`src/rtl/sr_bank_sequencer.sv`:
```
`default_nettype none
// ============================================================================
// Module   : sr_bank_sequencer
// Brief    : Round-robin set/clear pulse sequencer and auto-clear for an SR latch bank.
// Revision : 1.0 - initial release
// ============================================================================
module sr_bank_sequencer #(
    parameter int WIDTH = 8,
    parameter int NREQ  = 4,
    parameter int PULSE = 2
) (
    input  logic                      clk,
    input  logic                      resetN,
    input  logic [NREQ-1:0]           req_valid,
    input  logic [NREQ-1:0]           req_op,
    input  logic [NREQ*WIDTH-1:0]     req_mask,
    input  logic                      clr_all,
    output logic [NREQ-1:0]           req_ack,
    output logic [$clog2(NREQ)-1:0]   grant_id,
    output logic                      busy,
    output logic [WIDTH-1:0]          latch_s,
    output logic [WIDTH-1:0]          latch_r,
    output logic                      latch_en,
    output logic                      latch_reset
);

    localparam int PW = $clog2(NREQ);
    localparam int CW = (PULSE > 1) ? $clog2(PULSE) : 1;
    localparam logic [CW-1:0] CNT_LAST = CW'(PULSE - 1);

    typedef enum logic [1:0] {
        S_IDLE    = 2'd0,
        S_DRIVE   = 2'd1,
        S_RELEASE = 2'd2,
        S_CLEAR   = 2'd3
    } state_t;

    state_t            state_q, state_d;
    logic [CW-1:0]     cnt_q, cnt_d;
    logic [PW-1:0]     ptr_q, ptr_d;
    logic              clr_pend_q, clr_pend_d;
    logic [WIDTH-1:0]  mask_q, mask_d;
    logic              op_q, op_d;
    logic [NREQ-1:0]   req_ack_q, req_ack_d;
    logic [PW-1:0]     grant_id_q, grant_id_d;
    logic              busy_q, busy_d;
    logic [WIDTH-1:0]  latch_s_q, latch_s_d;
    logic [WIDTH-1:0]  latch_r_q, latch_r_d;
    logic              latch_en_q, latch_en_d;
    logic              latch_reset_q, latch_reset_d;

    logic              found;
    logic [PW-1:0]     gsel;
    logic [WIDTH-1:0]  sel_mask;

    // Round-robin search starting at the pointer, wrapping at NREQ
    always_comb begin
        int            idx;
        logic [PW-1:0] cand;
        found = 1'b0;
        gsel  = '0;
        idx   = 0;
        cand  = '0;
        for (int k = 0; k < NREQ; k++) begin
            idx = int'(ptr_q) + k;
            if (idx >= NREQ) begin
                idx = idx - NREQ;
            end
            cand = PW'(idx);
            if (!found && req_valid[cand]) begin
                found = 1'b1;
                gsel  = cand;
            end
        end
    end

    assign sel_mask = req_mask[gsel*WIDTH +: WIDTH];

    always_comb begin
        state_d    = state_q;
        cnt_d      = cnt_q;
        ptr_d      = ptr_q;
        clr_pend_d = clr_pend_q | clr_all;
        mask_d     = mask_q;
        op_d       = op_q;
        grant_id_d = grant_id_q;
        req_ack_d  = '0;

        case (state_q)
            S_IDLE: begin
                clr_pend_d = 1'b0;
                if (clr_pend_q || clr_all) begin
                    state_d = S_CLEAR;
                    cnt_d   = '0;
                end else if (found) begin
                    grant_id_d = gsel;
                    ptr_d      = (gsel == PW'(NREQ - 1)) ? '0 : gsel + 1'b1;
                    mask_d     = sel_mask;
                    op_d       = req_op[gsel];
                    // An empty mask has nothing to pulse: acknowledge and stay idle
                    if (sel_mask == '0) begin
                        req_ack_d[gsel] = 1'b1;
                    end else begin
                        state_d = S_DRIVE;
                        cnt_d   = '0;
                    end
                end
            end
            S_DRIVE: begin
                if (cnt_q == CNT_LAST) begin
                    state_d               = S_RELEASE;
                    cnt_d                 = '0;
                    req_ack_d[grant_id_q] = 1'b1;
                end else begin
                    cnt_d = cnt_q + 1'b1;
                end
            end
            S_CLEAR: begin
                if (cnt_q == CNT_LAST) begin
                    state_d = S_RELEASE;
                    cnt_d   = '0;
                end else begin
                    cnt_d = cnt_q + 1'b1;
                end
            end
            default: begin
                state_d = S_IDLE;
            end
        endcase

        // Pins are registered from the next state so they align with it
        busy_d        = (state_d != S_IDLE);
        latch_en_d    = (state_d == S_DRIVE);
        latch_reset_d = (state_d == S_CLEAR);
        latch_s_d     = (state_d == S_DRIVE &&  op_d) ? mask_d : '0;
        latch_r_d     = (state_d == S_DRIVE && !op_d) ? mask_d : '0;
    end

    always_ff @(posedge clk) begin
        if (!resetN) begin
            state_q       <= S_CLEAR;
            cnt_q         <= '0;
            ptr_q         <= '0;
            clr_pend_q    <= 1'b0;
            mask_q        <= '0;
            op_q          <= 1'b0;
            req_ack_q     <= '0;
            grant_id_q    <= '0;
            busy_q        <= 1'b1;
            latch_s_q     <= '0;
            latch_r_q     <= '0;
            latch_en_q    <= 1'b0;
            latch_reset_q <= 1'b1;
        end else begin
            state_q       <= state_d;
            cnt_q         <= cnt_d;
            ptr_q         <= ptr_d;
            clr_pend_q    <= clr_pend_d;
            mask_q        <= mask_d;
            op_q          <= op_d;
            req_ack_q     <= req_ack_d;
            grant_id_q    <= grant_id_d;
            busy_q        <= busy_d;
            latch_s_q     <= latch_s_d;
            latch_r_q     <= latch_r_d;
            latch_en_q    <= latch_en_d;
            latch_reset_q <= latch_reset_d;
        end
    end

    assign req_ack     = req_ack_q;
    assign grant_id    = grant_id_q;
    assign busy        = busy_q;
    assign latch_s     = latch_s_q;
    assign latch_r     = latch_r_q;
    assign latch_en    = latch_en_q;
    assign latch_reset = latch_reset_q;

endmodule
`default_nettype wire

```
`config.mk`:
```
export PLATFORM = sky130hd
export DESIGN_NAME = sr_bank_sequencer
export DESIGN_NICKNAME = d
export VERILOG_FILES = /design/src/rtl/sr_bank_sequencer.sv
export SDC_FILE = /design/constraint.sdc
export NUM_CORES = 1
export LEC_CHECK = 0
export CORE_ASPECT_RATIO = 0.9
export CORE_MARGIN = 8
export CORE_UTILIZATION = 40
export DETAILED_ROUTE_END_ITERATION = 8
export GPL_TIMING_DRIVEN = 0
export PLACE_DENSITY = 0.82
export SYNTH_ARGS = -nofsm -noshare
export SYNTH_HDL_FRONTEND = slang
export SYNTH_SLANG_ARGS = --single-unit
```
`constraint.sdc`:
```
create_clock -name clk -period 7.1 [get_ports clk]
set_input_delay 1.42 -clock clk [delete_from_list [all_inputs] [get_ports clk]]
set_output_delay 1.42 -clock clk [all_outputs]
set_load 0.05 [all_outputs]
```
==> impl_results.md <==
- Hold path depth: 2
- Synth area leader: dfxtp_1
- Nets: 344
- Core ar.: 4489 sq um
- Gr usage total: 15.21%
- Top Metal Used: met4
- Net Count, Synth: 270
- DRT Wirelength: 5.254 mm
- Main flop type after synthesis: dfxtp_1
- Worst Hold End: mask_q[7]
- CTS buffer count: 5
- Fillers: 396
- Antenna Nets Post-Route: 0
- Setup crit end kind: register
- Post-cts sizing count: 0
- Crit Path Max Fanout: 10
- Boundary pin count: 68
- Synth cell types: 44
- Port Buffers: 67
- Initial Util: 41.83%
- Routed len/inst: 14.59 microns
- Setup CP Type: in2reg
- Layout cells sized above 1: 8.389%
- CTS tree: done
- Top cell type's share of synthesized area: 42.64%
- Die W: 88.23 microns
- Seq/Total Area, Yosys: 42.64%
- Residual DRC: 0
- Synth warn: 0
- Max transition margin: 56.94%
- Count of final hold-check violations: 0
- Wl on met1: 2.337 mm
- Worst-margin pin slew: 0.6459 ns
- Power Density: 188.6 nW/um^2
- Final period demand of the worst path: 3.657 ns
- Worst-path clk slew: 0.08 ns
- Iter 0 DRT Violations: 95
- Pins Over Slew Limit: 0
- Via density: 5.275
- Crit share post-route: 51.50%
- Mapped Cells: 223
- Vias: 1899
- Critical R2R Launch: ptr_q[1]
- PnR worst setup slack: 3.443 ns
- Async set or reset register ratio after synthesis: 0%
- Highest clock rate: 273.5 MHz
- Layout area overhead: 45.97%
- Status: finished clean
- Setup_tns: 0 ns
- Number of flops mapped to enable cells by yosys: 0
- Reg2Reg Setup Slack: 4.70 ns
- Worst Hold Launch: mask_q[7]
- CTS root buf: clkbuf_8
- Leak pwr: 1.026 nW
- Clk_lat worst skew: 0.30 ns
- Hold Path Class: reg2reg
- Post-CTS Hold Fix Bufs: 0
- Worst-case reg-to-reg path depth: 8
- Synth Cell Area: 1878 sq um
- Worst path required time: 7.28 ns
- Initial antenna violation count: 0
- DP HPWL: 4.115 mm
- CTS sink count: 40
- Top cells by area, synth: dfxtp_1, nand2_1, nor3_1
- Syn Area/Cell: 8.422 sq um
- Metal2 WL: 2.497 mm
- Pre-CTS setup slack: 3.158 ns
- Die area: 7147 sq um
- Met3 wire length: 308 microns
- RePlAce Congestion: 0.8140
- Largest net degree at the start of global routing: 15
- Final Setup Violations: 0
- VDD IR max: 115.3 uV
- Data arrival, critical path: 3.84 ns
- Crit path launch type: input pin
- First-pass GRT wire length: 8.604 mm
- Unrepaired setup endpoints after global routing: false
- RR Endpoint: busy
- Rows: 23
- Max-cap violation count: 0
- Post-CTS setup buffer count: 0
- Htree depth: 2
- Fin Clk Skew: 0.006085 ns
- Die span in y: 81.01 microns
- Grt ovf: 0
- Synth Register Bits: 40
- Max Buffers Root-to-Sink: 2
- Vias in the first global route: 1913
- Diodes inserted: 0
- Drt first pass iters: 4
how the worst max path moves through the flow:
stage            startpoint  slack, ns         end
2_1_floorplan  req_valid[2]       3.90        busy
3_3_place_gp   req_valid[3]       3.22        busy
3_5_place_dp   req_valid[0]       3.16  latch_s[6]
4_1_cts        req_valid[0]       3.47  latch_s[6]
5_1_grt        req_valid[1]       3.29  latch_s[4]
6_report       req_valid[3]       3.44        busy
report_power, final:
group / switching [mW] / internal, mW
sequential: 0.00505 / 0.230
clock: 0.0839 / 0.106
combinational: 0.0474 / 0.0447
routing by layer:
| metal | GRT usage [%] | vias up |
|---|---|---|
| met3 | 4.234 | 11 |
| met5 | 0 | - |
| li1 | - | 955 |
| met4 | 6.577 | 0 |
| met1 | 17.51 | 868 |
| met2 | 25.88 | 65 |
area by class of cell:
| type | instances | area [sq um] | area share, % |
|---|---|---|---|
| timing repair buffer | 67 | 670.6 | 24.46 |
| multi-input combinational | 164 | 977.2 | 35.65 |
| inverter | 7 | 27.53 | 1.004 |
| clock buffer | 5 | 68.82 | 2.510 |
| clock inverter | 3 | 46.29 | 1.689 |
| sequential | 40 | 800.8 | 29.21 |
| tap | 62 | 77.57 | 2.830 |
| buffer | 12 | 72.57 | 2.647 |
state kept, by name (all words and copies together) (netlist names):
register,flops
latch_r,8
latch_s,8
mask_q,8
req_ack,4
grant_id,2
ptr_q,2
state_q,2
busy,1
clr_pend_q,1
cnt_q,1
latch_en,1
latch_reset,1
op_q,1
placed cells by master, fill, tap and decap left out, types with 7 or more instances in the layout:
master / n
a211oi_1: 9
a21oi_1: 13
and3_1: 7
clkbuf_1: 7
clkdlybuf4s50_1: 67
dfxtp_1: 40
nand2_1: 26
nand3_1: 15
nor2_1: 19
nor3_1: 19
o21ai_0: 9
Yosys cell counts (all sizes together), types with 7 or more instances:
| cell type | number |
|---|---|
| nand3 | 17 |
| nor2 | 19 |
| dfxtp | 40 |
| a21oi | 13 |
| nand2 | 27 |
| and3 | 8 |
| o21ai | 9 |
| a211oi | 10 |
| nor3 | 19 |
| clkbuf | 7 |
critical path: stages:
cell and delay [ns]:
clkdlybuf4s50_1 0.54, inv_1 0.06, a21o_1 0.17, a211o_2 0.41, clkinv_2 0.09, buf_12 0.12, nand3_4 0.06, a221oi_2 0.35
nand3_2 0.20, a2111o_1 0.40
stage by stage:
| step | cell area, sq um | total power, mW | utilization, % | std cells | hold slack, ns |
|---|---|---|---|---|---|
| finish | 2741 | 0.5171 | 61.06 | 360 | 0.5135 |
| global route | 2741 | 0.5387 | 61.06 | 360 | 0.5533 |
| CTS | 2741 | 0.5194 | 61.06 | 360 | 0.5196 |
| detailed placement | 2626 | 0.3306 | 58.50 | 352 | 0.5003 |
| global placement | 2626 | 0.3293 | 58.50 | 352 | 0.4904 |
| floorplan | 1878 | 0.2909 | - | 223 | 0.4657 |
logic make-up after synthesis:
group / count (synthesis) / synth area share (%)
AOI/OAI and AO/OA: 55 / 20.92
DFF: 40 / 42.64
and+or+nand+nor: 104 / 27.91
buffers and inverters: 19 / 5.329
adders and majority gates: 4 / 2.665
muxes: 1 / 0.5330
No activity file was read; power rests on OpenSTA's default activity.
